===== src/rtl/dmem_host_seq_pkg.sv =====
// ----------------------------------------------------------------------------
// host_seq_pkg
//   Shared widths, sequencer state encoding and a small address helper for the
//   dmem_host_seq block (host-side load/run/unload sequencer).
//   No ports.
// ----------------------------------------------------------------------------
package host_seq_pkg;

   localparam int unsigned DM_AW = 8;    // data-memory address width
   localparam int unsigned DM_DW = 8;    // data-memory data width
   localparam int unsigned CYC_W = 16;   // run-cycle counter width

   typedef enum logic [1:0] {
      ST_IDLE   = 2'd0,
      ST_LOAD   = 2'd1,
      ST_RUN    = 2'd2,
      ST_UNLOAD = 2'd3
   } host_state_t;

   // Window address: base plus byte index, wrapping modulo 2**DM_AW.
   function automatic logic [DM_AW-1:0] win_addr(input logic [DM_AW-1:0] base,
                                                 input logic [DM_AW-1:0] idx);
      return base + idx;
   endfunction

endpackage


===== src/rtl/dmem_host_seq_if.sv =====
// ----------------------------------------------------------------------------
// dmem_host_seq_if
//   Bundles the load byte stream, the result byte stream and the host side of
//   the data-memory port used by dmem_host_seq.
//   master : the sequencer (accepts load bytes, emits result bytes, drives
//            the DMem write/address mux)
//   slave  : the environment (byte source/sink and the data memory)
//   Signals:
//     in_valid/in_data/in_ready    load byte stream
//     out_valid/out_data/out_ready result byte stream
//     dm_wen/dm_addr/dm_wdat       DMem write enable, address, write data
//     dm_rdat                      DMem combinational read data for dm_addr
// ----------------------------------------------------------------------------
interface dmem_host_seq_if;
   import host_seq_pkg::*;

   logic             in_valid;
   logic [DM_DW-1:0] in_data;
   logic             in_ready;

   logic             out_valid;
   logic [DM_DW-1:0] out_data;
   logic             out_ready;

   logic             dm_wen;
   logic [DM_AW-1:0] dm_addr;
   logic [DM_DW-1:0] dm_wdat;
   logic [DM_DW-1:0] dm_rdat;

   modport master (
      input  in_valid, in_data, out_ready, dm_rdat,
      output in_ready, out_valid, out_data, dm_wen, dm_addr, dm_wdat
   );

   modport slave (
      output in_valid, in_data, out_ready, dm_rdat,
      input  in_ready, out_valid, out_data, dm_wen, dm_addr, dm_wdat
   );

endinterface


===== src/rtl/dmem_host_seq_run_cycle_ctr.sv =====
// ----------------------------------------------------------------------------
// run_cycle_ctr
//   Saturating run-cycle counter for dmem_host_seq.
//   Ports:
//     clk_i    clock
//     rst_ni   asynchronous active-low reset
//     clr_i    synchronous clear to zero (has priority over en_i)
//     en_i     count one cycle (saturates at all-ones)
//     count_o  current count
//     hit_o    high in the enabled cycle whose increment brings the count to
//              TIMEOUT, so the caller can act in that same cycle
// ----------------------------------------------------------------------------
module run_cycle_ctr
   import host_seq_pkg::*;
#(
   parameter int unsigned TIMEOUT = 4096
) (
   input  logic             clk_i,
   input  logic             rst_ni,
   input  logic             clr_i,
   input  logic             en_i,
   output logic [CYC_W-1:0] count_o,
   output logic             hit_o
);

   localparam logic [CYC_W-1:0] HIT_AT = CYC_W'(TIMEOUT - 1);

   logic [CYC_W-1:0] count_q;
   logic [CYC_W-1:0] count_d;

   always_comb begin
      count_d = count_q;
      if (clr_i) begin
         count_d = '0;
      end else if (en_i && (count_q != '1)) begin
         count_d = count_q + 1'b1;
      end
   end

   always_ff @(posedge clk_i or negedge rst_ni) begin
      if (!rst_ni) begin
         count_q <= '0;
      end else begin
         count_q <= count_d;
      end
   end

   assign count_o = count_q;
   assign hit_o   = en_i && (count_q == HIT_AT);

endmodule


===== src/rtl/dmem_host_seq.sv =====
// ----------------------------------------------------------------------------
// dmem_host_seq
//   Host-side run sequencer in front of the 9-bit core. On start it preloads a
//   DMem window from the load stream with the core held in reset, releases the
//   core and times the run until core_done, then streams a result window back
//   out. A run that reaches TIMEOUT cycles without core_done aborts to IDLE
//   with the sticky timeout_err flag set.
//   Ports:
//     clk          clock, all state on posedge
//     reset        asynchronous active-low reset
//     start        one-cycle sequence request (honoured only in IDLE)
//     bus          dmem_host_seq_if.master: load/result streams and DMem port
//     core_reset   active-high core reset, low only while running
//     core_done    core completion, sampled only while running
//     busy         high outside IDLE
//     timeout_err  sticky run-abort flag, cleared by an accepted start
//     cycle_count  run cycles of the last run (saturating)
// ----------------------------------------------------------------------------
module dmem_host_seq
   import host_seq_pkg::*;
#(
   parameter int unsigned LOAD_BASE   = 0,
   parameter int unsigned LOAD_LEN    = 32,
   parameter int unsigned UNLOAD_BASE = 32,
   parameter int unsigned UNLOAD_LEN  = 32,
   parameter int unsigned TIMEOUT     = 4096
) (
   input  logic             clk,
   input  logic             reset,
   input  logic             start,
   dmem_host_seq_if.master  bus,
   output logic             core_reset,
   input  logic             core_done,
   output logic             busy,
   output logic             timeout_err,
   output logic [CYC_W-1:0] cycle_count
);

   localparam logic [DM_AW-1:0] LOAD_BASE_A   = DM_AW'(LOAD_BASE);
   localparam logic [DM_AW-1:0] UNLOAD_BASE_A = DM_AW'(UNLOAD_BASE);
   // Index of the final byte in each window; LOAD_LEN=0 never enters LOAD.
   localparam logic [DM_AW-1:0] LOAD_LAST     =
      DM_AW'((LOAD_LEN == 0) ? 0 : LOAD_LEN - 1);
   localparam logic [DM_AW-1:0] UNLOAD_LAST   = DM_AW'(UNLOAD_LEN - 1);

   host_state_t      state_q, state_d;
   logic [DM_AW-1:0] idx_q, idx_d;
   logic             terr_q, terr_d;

   logic             ctr_clr;
   logic             ctr_en;
   logic             ctr_hit;
   logic             load_hs;
   logic             unload_hs;

   assign load_hs   = (state_q == ST_LOAD)   && bus.in_valid;
   assign unload_hs = (state_q == ST_UNLOAD) && bus.out_ready;

   run_cycle_ctr #(
      .TIMEOUT (TIMEOUT)
   ) u_run_cycle_ctr (
      .clk_i   (clk),
      .rst_ni  (reset),
      .clr_i   (ctr_clr),
      .en_i    (ctr_en),
      .count_o (cycle_count),
      .hit_o   (ctr_hit)
   );

   // ------------------------------------------------------------------------
   // Next-state logic
   // ------------------------------------------------------------------------
   always_comb begin
      state_d = state_q;
      idx_d   = idx_q;
      terr_d  = terr_q;
      ctr_clr = 1'b0;
      ctr_en  = 1'b0;

      case (state_q)
         ST_IDLE: begin
            if (start) begin
               terr_d  = 1'b0;
               ctr_clr = 1'b1;
               idx_d   = '0;
               state_d = (LOAD_LEN == 0) ? ST_RUN : ST_LOAD;
            end
         end

         ST_LOAD: begin
            if (load_hs) begin
               idx_d = idx_q + 1'b1;
               if (idx_q == LOAD_LAST) begin
                  state_d = ST_RUN;
               end
            end
         end

         ST_RUN: begin
            ctr_en = 1'b1;
            // core_done is checked first so that done on the timeout cycle
            // still completes normally.
            if (core_done) begin
               idx_d   = '0;
               state_d = ST_UNLOAD;
            end else if (ctr_hit) begin
               terr_d  = 1'b1;
               state_d = ST_IDLE;
            end
         end

         ST_UNLOAD: begin
            if (unload_hs) begin
               idx_d = idx_q + 1'b1;
               if (idx_q == UNLOAD_LAST) begin
                  state_d = ST_IDLE;
               end
            end
         end

         default: begin
            state_d = ST_IDLE;
         end
      endcase
   end

   always_ff @(posedge clk or negedge reset) begin
      if (!reset) begin
         state_q <= ST_IDLE;
         idx_q   <= '0;
         terr_q  <= 1'b0;
      end else begin
         state_q <= state_d;
         idx_q   <= idx_d;
         terr_q  <= terr_d;
      end
   end

   // ------------------------------------------------------------------------
   // Outputs (all decoded from the current state, so the write lands in the
   // handshake cycle and the unload address is held across stalls)
   // ------------------------------------------------------------------------
   assign bus.in_ready  = (state_q == ST_LOAD);
   assign bus.dm_wen    = load_hs;
   assign bus.dm_wdat   = load_hs ? bus.in_data : '0;
   assign bus.dm_addr   = (state_q == ST_LOAD)   ? win_addr(LOAD_BASE_A, idx_q)   :
                          (state_q == ST_UNLOAD) ? win_addr(UNLOAD_BASE_A, idx_q) :
                                                   '0;
   assign bus.out_valid = (state_q == ST_UNLOAD);
   assign bus.out_data  = (state_q == ST_UNLOAD) ? bus.dm_rdat : '0;

   assign core_reset    = (state_q != ST_RUN);
   assign busy          = (state_q != ST_IDLE);
   assign timeout_err   = terr_q;

endmodule


===== src/flat_wrapper.sv =====
// flat-port wrapper written by rule: the top's interface ports become plain ports
module dmem_host_seq_flat import host_seq_pkg::*;
#(
   parameter int unsigned LOAD_BASE   = 0,
   parameter int unsigned LOAD_LEN    = 32,
   parameter int unsigned UNLOAD_BASE = 32,
   parameter int unsigned UNLOAD_LEN  = 32,
   parameter int unsigned TIMEOUT     = 4096
)
  (clk, reset, start, core_reset, core_done, busy, timeout_err, cycle_count, bus_in_valid, bus_in_data, bus_out_ready, bus_dm_rdat, bus_in_ready, bus_out_valid, bus_out_data, bus_dm_wen, bus_dm_addr, bus_dm_wdat);
  dmem_host_seq_if bus_i ();
  input  logic clk;
  input  logic reset;
  input  logic start;
  output logic core_reset;
  input  logic core_done;
  output logic busy;
  output logic timeout_err;
  output logic [CYC_W-1:0] cycle_count;
  input wire logic [$bits(bus_i.in_valid)-1:0] bus_in_valid;
  input wire logic [$bits(bus_i.in_data)-1:0] bus_in_data;
  input wire logic [$bits(bus_i.out_ready)-1:0] bus_out_ready;
  input wire logic [$bits(bus_i.dm_rdat)-1:0] bus_dm_rdat;
  output wire logic [$bits(bus_i.in_ready)-1:0] bus_in_ready;
  output wire logic [$bits(bus_i.out_valid)-1:0] bus_out_valid;
  output wire logic [$bits(bus_i.out_data)-1:0] bus_out_data;
  output wire logic [$bits(bus_i.dm_wen)-1:0] bus_dm_wen;
  output wire logic [$bits(bus_i.dm_addr)-1:0] bus_dm_addr;
  output wire logic [$bits(bus_i.dm_wdat)-1:0] bus_dm_wdat;
  assign bus_i.in_valid = bus_in_valid;
  assign bus_i.in_data = bus_in_data;
  assign bus_i.out_ready = bus_out_ready;
  assign bus_i.dm_rdat = bus_dm_rdat;
  assign bus_in_ready = bus_i.in_ready;
  assign bus_out_valid = bus_i.out_valid;
  assign bus_out_data = bus_i.out_data;
  assign bus_dm_wen = bus_i.dm_wen;
  assign bus_dm_addr = bus_i.dm_addr;
  assign bus_dm_wdat = bus_i.dm_wdat;
  dmem_host_seq #(.LOAD_BASE(LOAD_BASE), .LOAD_LEN(LOAD_LEN), .UNLOAD_BASE(UNLOAD_BASE), .UNLOAD_LEN(UNLOAD_LEN), .TIMEOUT(TIMEOUT)) u_core (.clk(clk), .reset(reset), .start(start), .bus(bus_i), .core_reset(core_reset), .core_done(core_done), .busy(busy), .timeout_err(timeout_err), .cycle_count(cycle_count));
endmodule

===== config.mk =====
export PLATFORM = sky130hd
export DESIGN_NAME = dmem_host_seq_flat
export DESIGN_NICKNAME = d
export VERILOG_FILES = /design/src/rtl/dmem_host_seq_pkg.sv /design/src/rtl/dmem_host_seq_if.sv /design/src/rtl/dmem_host_seq_run_cycle_ctr.sv /design/src/rtl/dmem_host_seq.sv /design/src/flat_wrapper.sv
export SDC_FILE = /design/constraint.sdc
export NUM_CORES = 1
export LEC_CHECK = 0
export CORE_MARGIN = 1
export CORE_UTILIZATION = 40
export CTS_CLUSTER_DIAMETER = 40
export CTS_CLUSTER_SIZE = 40
export DETAILED_ROUTE_END_ITERATION = 8
export PLACE_DENSITY_LB_ADDON = 0.2
export SKIP_LAST_GASP = 1
export SLEW_MARGIN = 20
export SYNTH_ARGS = -nofsm -noshare
export SYNTH_HDL_FRONTEND = slang
export SYNTH_HIERARCHICAL = 1
export SYNTH_SLANG_ARGS = --single-unit

===== constraint.sdc =====
create_clock -name clk -period 2.92 [get_ports clk]
set_input_delay 0.584 -clock clk [delete_from_list [all_inputs] [get_ports clk]]
set_output_delay 0.584 -clock clk [all_outputs]
set_load 0.02 [all_outputs]

==> metrics, run 1 <==
Reg2Reg Setup Slack 0.49 ns; Num CTS Buffers 3; CP endpoint kind output pin; Area Growth Syn to Fin 43.7%; worst reg2reg path startpoint u_core/state_q[1]; worst slew pin tran 0.527 ns; Clk Tree Root Cell clkbuf_8; GP Congestion 0.789; crit path DAT 1.99 ns; Mapped Nets 224; Synth Area per Inst 8.70 sq um; most frequent cells in the layout clkdlybuf4s50_1, dfrtp_1, and3_1, nor2_1, nand2_1; R2R cell count 6; Die Span Y 67.8 microns; WL/cell 13.8 microns; final wirelength 4320 microns; RSZ-0062 raised after global routing false; initial antenna violation count 0; Unique masters post-synth 43; fin nets 290; vias in the first global route 1515; register area 676 sq um; clock sinks 27; # hold bufs at CTS 0; Cell Count, Final, Fillers Out 314; GRT Overall Usage 19.3%; Critical Path Max Stage Delay 0.68 ns; status finished, final reports clean; hold endpoint u_core/timeout_err; mapped cell area 1730 sq um; CTS Buffer Depth 2; worst hold start u_core/timeout_err; HPWL after DPL 3130 microns; share of layout cells above drive strength 1 5.68%; gate count of the mapped netlist 199; total negative setup slack 0 ns; Die Footprint 4590 sq um; leak pwr 1.08 nW; Fin Clk Skew 0.00467 ns; grt total ovfl 0; Worst EP required 2.34 ns; worst min-delay path class reg -> reg; core area 4090 sq um; period utilisation layout 88.3%; Cell Pwr Density 749 nW/um^2; die width 67.8 microns; via count 1782; Post-synth EDFFs 0; largest net degree at the start of global routing 28; FMAX 388 MHz; ys async rst share 100%; Port-buffer cells 67; CTS tree yes; Ys Warns 6; CP delay by family, top flip-flops; worst-path cell chain and2b_2 -> and2_1 -> clkdlybuf4s50_1; setup bufs post-CTS 0; first-pass GRT wire length 6750 microns; Initial DRC Count 61; reg2reg end u_core/u_run_cycle_ctr/count_o[15]; CTS clk-pin slew, worst paths 0.09 ns; H-tree lvl count 1; Critical Path Slowest Stage Cell dfrtp_1; CTS resizes 0; IO Count 68; Fin. Hold Viols 0; row cnt 23; Final setup viols 0; initial core utilization 42.3%; sequential area share after synthesis 39.0%; post-route ant nets 0; crit start category flip-flop; post-layout util 60.8%; Crit path buffers/inverters 1; fill count 382; DRC Markers 0; commonest register cell after synthesis dfrtp_1; CP max FO 17; critical path class reg -> out; max-cap violations 0; Multi-input gate area 953 sq um; Final Max Slew Viols 0; vias per inst 5.68; maximum VDD drop 485 uV; DRT Pass-1 Iters 4; Clock Latency Late Sink 0.27 ns; ant diodes 0; Final min period 2.58 ns; most common cell after layout, fill and taps aside clkdlybuf4s50_1; Worst Hold Depth 2; Yosys reg bits 27; Placed Cells 310; Slew HR 64.9%
[how the worst max path moves through the flow]
stage | from | end | slack (ns) | cells past startpoint
CTS | u_core/state_q[1] | bus_dm_wen | 0.32 | 3
floorplan | u_core/state_q[0] | u_core/u_run_cycle_ctr/count_o[15] | 0.55 | 8
global placement | bus_in_valid | bus_dm_wdat[0] | 0.39 | 3
global route | u_core/state_q[1] | bus_dm_wdat[6] | 0.22 | 3
detailed placement | bus_in_valid | bus_dm_wen | 0.37 | 3
finish | u_core/state_q[1] | bus_dm_wen | 0.34 | 3
[registers in the layout, indices dropped and copies added (netlist names)]
register / cells
u_core/timeout_err: 1
u_core/idx_q: 8
u_core/state_q: 2
u_core/u_run_cycle_ctr/count_o: 16
[final cells by class]
cell class	instances	area share [%]
timing repair buffer	72	28.5
multi-input combinational	150	38.3
inverter	11	1.66
clock buffer	4	1.81
tap	50	2.52
sequential	27	27.2
[power by group]
part	internal, W	leakage (nW)	total [W]	switching [W]
clock	0.0000977	0.0228	0.000212	0.000115
sequential	0.000463	0.267	0.000608	0.000145
combinational	0.000480	0.793	0.00104	0.000562
total	0.00104	1.08	0.00186	0.000822
[cells in the mapped netlist (2+ instances only)]
| master | n | area share [%] |
|---|---|---|
| dfrtp_1 | 27 | 39 |
| and3_1 | 22 | 8.0 |
| nor2_1 | 18 | 3.9 |
| nand2_1 | 14 | 3.0 |
| a21oi_1 | 12 | 3.5 |
| inv_1 | 11 | 2.4 |
| o21ai_0 | 10 | 2.9 |
| nand3_1 | 8 | 2.3 |
| clkbuf_1 | 7 | 1.5 |
| nand4_1 | 6 | 2.2 |
| and2_1 | 5 | 1.8 |
| or3_1 | 5 | 1.8 |
| xor2_1 | 5 | 2.5 |
| mux2i_1 | 4 | 2.3 |
| nor3_1 | 4 | 1.2 |
| ha_1 | 3 | 2.2 |
| o31ai_1 | 3 | 1.3 |
| a31oi_1 | 2 | 0.72 |
| and2b_2 | 2 | 1.0 |
| and4_1 | 2 | 1.0 |
| buf_6 | 2 | 1.3 |
| nor2b_1 | 2 | 0.72 |
| nor4_1 | 2 | 0.72 |
| o221ai_1 | 2 | 1.0 |
| o41ai_1 | 2 | 1.0 |
| or4_1 | 2 | 0.87 |
[worst register-to-register path, delay by kind of cell, from the launching register on]
kind / cells / cell delay [ns]
and+or+nand+nor: 4 / 1.33
DFF: 1 / 0.68
buffers and inverters: 1 / 0.22
AOI/OAI and AO/OA: 1 / 0.14
[routing by layer]
metal | global-route usage, % | part of all wire [%] | vias up
li1 | - | - | 860
met1 | 26.3 | 45 | 863
met2 | 30.8 | 45 | 57
met3 | 4.22 | 9.3 | 2
met4 | 4.69 | 0.39 | 0
met5 | 0 | 0 | -
[kinds of logic after synthesis]
group / share of synthesized area (%)
multiplexers: 3.62
AO/OA/AOI/OAI: 14.8
flip-flops: 39.0
buffers and inverters: 5.86
AND/OR/NAND/NOR: 31.5
adder cells (fa/ha/maj): 2.17
XOR/XNOR: 3.04
[per-stage QoR]
| step | setup WS (ns) | hold slack (ns) | power, W | area (sq um) |
|---|---|---|---|---|
| floorplan | 0.548 | 0.288 | 0.00123 | 1730 |
| global placement | 0.395 | 0.518 | 0.00163 | 2440 |
| detailed placement | 0.373 | 0.532 | 0.00165 | 2440 |
| CTS | 0.318 | 0.553 | 0.00187 | 2490 |
| global route | 0.216 | 0.602 | 0.00200 | 2490 |
| finish | 0.341 | 0.550 | 0.00186 | 2490 |
No activity file was read; power rests on OpenSTA's default activity.
==> inputs of run 2 (changes only) <==
--- a/config.mk
+++ b/config.mk
@@ -7,7 +7,7 @@
 export LEC_CHECK = 0
 export CORE_MARGIN = 1
 export CORE_UTILIZATION = 40
-export CTS_CLUSTER_DIAMETER = 40
+export CTS_CLUSTER_DIAMETER = 60
 export CTS_CLUSTER_SIZE = 40
 export DETAILED_ROUTE_END_ITERATION = 8
 export PLACE_DENSITY_LB_ADDON = 0.2
==> constraint.sdc (replaced) <==
create_clock -name clk -period 3.25 [get_ports clk]
set_input_delay 0.65 -clock clk [delete_from_list [all_inputs] [get_ports clk]]
set_output_delay 0.65 -clock clk [all_outputs]
set_load 0.02 [all_outputs]
==> metrics, run 2 (synthesized netlist as in run 1, its figures left out) <==
crit start category primary input; post-layout util 60.8%; Final min period 2.65 ns; max-cap violations 0; switch share 44.8%; Final setup viols 0; GRT Overall Usage 19.4%; worst reg2reg path startpoint u_core/state_q[1]; Die Footprint 4590 sq um; DRC Markers 0; leak pwr 1.08 nW; IO Count 68; first-pass GRT wire length 6700 microns; FMAX 377 MHz; reg2reg end u_core/u_run_cycle_ctr/count_o[15]; Final Max Slew Viols 0; max FFs per register 16; worst slew pin tran 0.785 ns; Clk Tree Root Cell clkbuf_8; Placed Cells 308; total negative setup slack 0 ns; final wirelength 4340 microns; Port-buffer cells 67; R2R cell count 6; fin nets 288; Worst Hold Depth 2; status finished, final reports clean; CTS tree yes; initial core utilization 42.3%; CTS clk-pin slew, worst paths 0.09 ns; Reg2Reg Setup Slack 0.77 ns; most common cell after layout, fill and taps aside clkdlybuf4s50_1; Clock Latency Late Sink 0.28 ns; largest net degree at the start of global routing 28; via count 1745; crit path DAT 2.00 ns; RSZ-0062 raised after global routing false; Num CTS Buffers 3; CTS resizes 0; Fin. Hold Viols 0; Slew HR 47.5%; # hold bufs at CTS 0; Hold WS 0.539 ns; P_int 0.000933 W; WL/cell 13.9 microns; Clock power frac 11.5%; grt total ovfl 0; row cnt 23; Die Span Y 67.8 microns; H-tree lvl count 1; HPWL after DPL 3150 microns; Comb pwr share 56.0%; DRT Pass-1 Iters 4; Worst EP required 2.60 ns; Initial DRC Count 57; post-route ant nets 0; vias per inst 5.59; hold endpoint u_core/timeout_err; most frequent cells in the layout clkdlybuf4s50_1, dfrtp_1, and3_1, nor2_1, nand2_1; worst hold start u_core/timeout_err; switching power 0.000757 W; Cell Count, Final, Fillers Out 312; die width 67.8 microns; clock sinks 27; fill count 387; period utilisation layout 81.6%; share of layout cells above drive strength 1 5.34%; CTS Buffer Depth 2; critical path class in -> out; maximum VDD drop 307 uV; GP Congestion 0.786; initial antenna violation count 0; worst min-delay path class reg -> reg; core area 4090 sq um; CP endpoint kind output pin; vias in the first global route 1487; Cell Pwr Density 680 nW/um^2; Fin Clk Skew 0.00142 ns; setup bufs post-CTS 0; ant diodes 0; Reg power frac 32.5%; CP max FO 10; Area Growth Syn to Fin 43.5%
[run 2: stage by stage]
stage / setup slack [ns] / area [sq um] / power, W
finish: 0.598 / 2480 / 0.00169
global route: 0.429 / 2480 / 0.00181
CTS: 0.576 / 2470 / 0.00168
detailed placement: 0.568 / 2430 / 0.00148
global placement: 0.593 / 2430 / 0.00147
floorplan: 0.878 / 1730 / 0.00110
[run 2: worst max path at each step]
stage	from	slack (ns)	cells after the start	end
after floorplan	u_core/state_q[0]	0.88	8	u_core/u_run_cycle_ctr/count_o[15]
after global placement	bus_in_valid	0.59	3	bus_dm_wdat[0]
after detailed placement	bus_in_valid	0.57	3	bus_dm_wen
after CTS	u_core/state_q[1]	0.58	3	bus_dm_wdat[3]
after global routing	u_core/state_q[1]	0.43	3	bus_dm_wdat[0]
final	bus_in_valid	0.60	3	bus_dm_wen
[run 2: routing by layer]
layer	share of wire (%)	up-vias	track usage, %
met5	0	-	0
met4	1.1	0	6.25
met3	11	4	4.90
met2	44	64	30.3
met1	44	825	25.9
li1	-	852	-
[run 2: layout make-up]
cell class / count / area, sq um / share of cell area [%]
flip-flops and latches: 27 / 676 / 27.2
repair buffers: 70 / 693 / 27.9
well taps: 50 / 62.6 / 2.52
clock buffers: 3 / 41.3 / 1.66
clock inverters: 1 / 5.00 / 0.202
inverters: 11 / 41.3 / 1.66
multi-input cells: 150 / 965 / 38.8
[run 2: power by group through the flow]
stage / Combinational [W] / Clock, W / Sequential, W
after global placement: 0.000917 / 0 / 0.000550
after global routing: 0.00103 / 0.000214 / 0.000571
after floorplan: 0.000547 / 0 / 0.000556
after detailed placement: 0.000929 / 0 / 0.000555
after CTS: 0.000933 / 0.000200 / 0.000548
final: 0.000947 / 0.000195 / 0.000549
[run 2: worst max-delay path, stage by stage]
cell	delay, ns
clkdlybuf4s50_1	0.57
and2_1	0.18
clkdlybuf4s50_1	0.60
==> inputs of run 3 (changes only) <==
--- a/config.mk
+++ b/config.mk
@@ -6,7 +6,7 @@
 export NUM_CORES = 1
 export LEC_CHECK = 0
 export CORE_MARGIN = 1
-export CORE_UTILIZATION = 40
+export CORE_UTILIZATION = 39
 export CTS_CLUSTER_DIAMETER = 60
 export CTS_CLUSTER_SIZE = 40
 export DETAILED_ROUTE_END_ITERATION = 8
==> constraint.sdc (replaced) <==
create_clock -name clk -period 2.4 [get_ports clk]
set_input_delay 0.48 -clock clk [delete_from_list [all_inputs] [get_ports clk]]
set_output_delay 0.48 -clock clk [all_outputs]
set_load 0.02 [all_outputs]
==> metrics, run 3 (synthesized netlist as in run 1, its figures left out) <==
Clk Tree Root Cell clkbuf_8; DRT Pass-1 Iters 4; Worst EP required 1.92 ns; Fin. Hold Viols 0; Die Footprint 4710 sq um; crit start category flip-flop; register area 677 sq um; initial antenna violation count 0; Final Max Slew Viols 0; DRC Markers 0; CP max FO 5; most common cell after layout, fill and taps aside clkdlybuf4s50_1; worst min-delay path class reg -> reg; GRT Overall Usage 18.4%; Initial DRC Count 63; initial core utilization 42.0%; critical path class reg -> out; period utilisation layout 95.3%; Fin Clk Skew 0.00229 ns; grt total ovfl 0; status finished, final reports clean; Port-buffer cells 67; max-cap violations 0; Slew HR 68.6%; first-pass GRT wire length 6560 microns; Num CTS Buffers 3; final wirelength 4370 microns; Cell Pwr Density 900 nW/um^2; CP endpoint kind output pin; most frequent cells in the layout clkdlybuf4s50_1, dfrtp_1, and3_1, nor2_1, nand2_1; vias in the first global route 1523; post-route ant nets 0; worst slew pin tran 0.465 ns; Final setup viols 0; WL/cell 13.8 microns; Final min period 2.29 ns; CTS tree yes; crit path DAT 1.81 ns; Die Span Y 68.6 microns; IO Count 68; vias per inst 5.61; fin nets 292; Placed Cells 312; Cell Count, Final, Fillers Out 316; die width 68.6 microns; CTS clk-pin slew, worst paths 0.09 ns; fill count 380; CTS Buffer Depth 2; Reg2Reg Setup Slack 0.31 ns; core area 4120 sq um; leak pwr 1.26 nW; GP Congestion 0.788; row cnt 23; Hold WS 0.545 ns; Clock Latency Late Sink 0.27 ns; ant diodes 0; share of layout cells above drive strength 1 7.14%; clock sinks 27; RSZ-0062 raised after global routing false; FMAX 437 MHz; Area Growth Syn to Fin 46.0%; H-tree lvl count 1; HPWL after DPL 3200 microns; max FFs per register 16; Multi-input gate area 953 sq um; total negative setup slack 0 ns; maximum VDD drop 518 uV; via count 1773; largest net degree at the start of global routing 28
-- run 3: timing repair --
| item | CTS | global route |
|---|---|---|
| cloned | 0 | 0 |
| hold buffers | 0 | 0 |
| endpoints found under the setup margin | 9 | 9 |
| pin swaps | 0 | 0 |
| gates resized for setup | 1 | 9 |
| buffers inserted | 0 | 0 |
-- run 3: path summary, 6_finish.rpt --
check / from / to / cells after the start
worst max register to register: u_core/state_q[1] / u_core/u_run_cycle_ctr/count_o[15] / 6
worst min register to register: u_core/timeout_err / u_core/timeout_err / 2
worst min-delay path: u_core/timeout_err / u_core/timeout_err / 2
min in group asynchronous: reset / u_core/idx_q[4] / 2
max in group asynchronous: reset / u_core/state_q[1] / 2
worst max-delay path: u_core/idx_q[5] / bus_dm_addr[7] / 5
-- run 3: per-layer routing --
layer	vias to the layer above	part of all wire (%)	global-route usage, %
li1	867	-	-
met1	834	45	24.6
met2	67	43	29.8
met3	5	10	3.45
met4	0	1.1	6.25
met5	-	0	0
-- run 3: area by class of cell --
class	count	area share (%)
sequential	27	26.8
multi-input combinational	150	37.7
timing repair buffer	74	29.5
clock buffer	3	1.63
clock inverter	1	0.198
inverter	11	1.63
tap	50	2.48
-- run 3: worst max-delay path, cell delays in order, from the launching register on --
cell	delay, ns
dfrtp_1	0.44
ha_1	0.19
nand2_1	0.06
xor2_1	0.15
nor2_1	0.08
clkdlybuf4s50_1	0.61
-- run 3: metrics by stage --
step / util, % / total power, W / setup slack [ns] / instance area, sq um
floorplan: - / 0.00149 / 0.0276 / 1730
global placement: 59.7 / 0.00199 / 0.0790 / 2460
detailed placement: 59.7 / 0.00201 / 0.0522 / 2460
CTS: 60.8 / 0.00228 / 0.0349 / 2500
global route: 61.4 / 0.00243 / 0.0265 / 2530
finish: 61.4 / 0.00227 / 0.113 / 2530
-- run 3: power by group --
part / internal, W / total (W) / switching (W)
combinational: 0.000586 / 0.00127 / 0.000689
sequential: 0.000564 / 0.000734 / 0.000169
clock: 0.000117 / 0.000264 / 0.000147
total: 0.00127 / 0.00227 / 0.00101
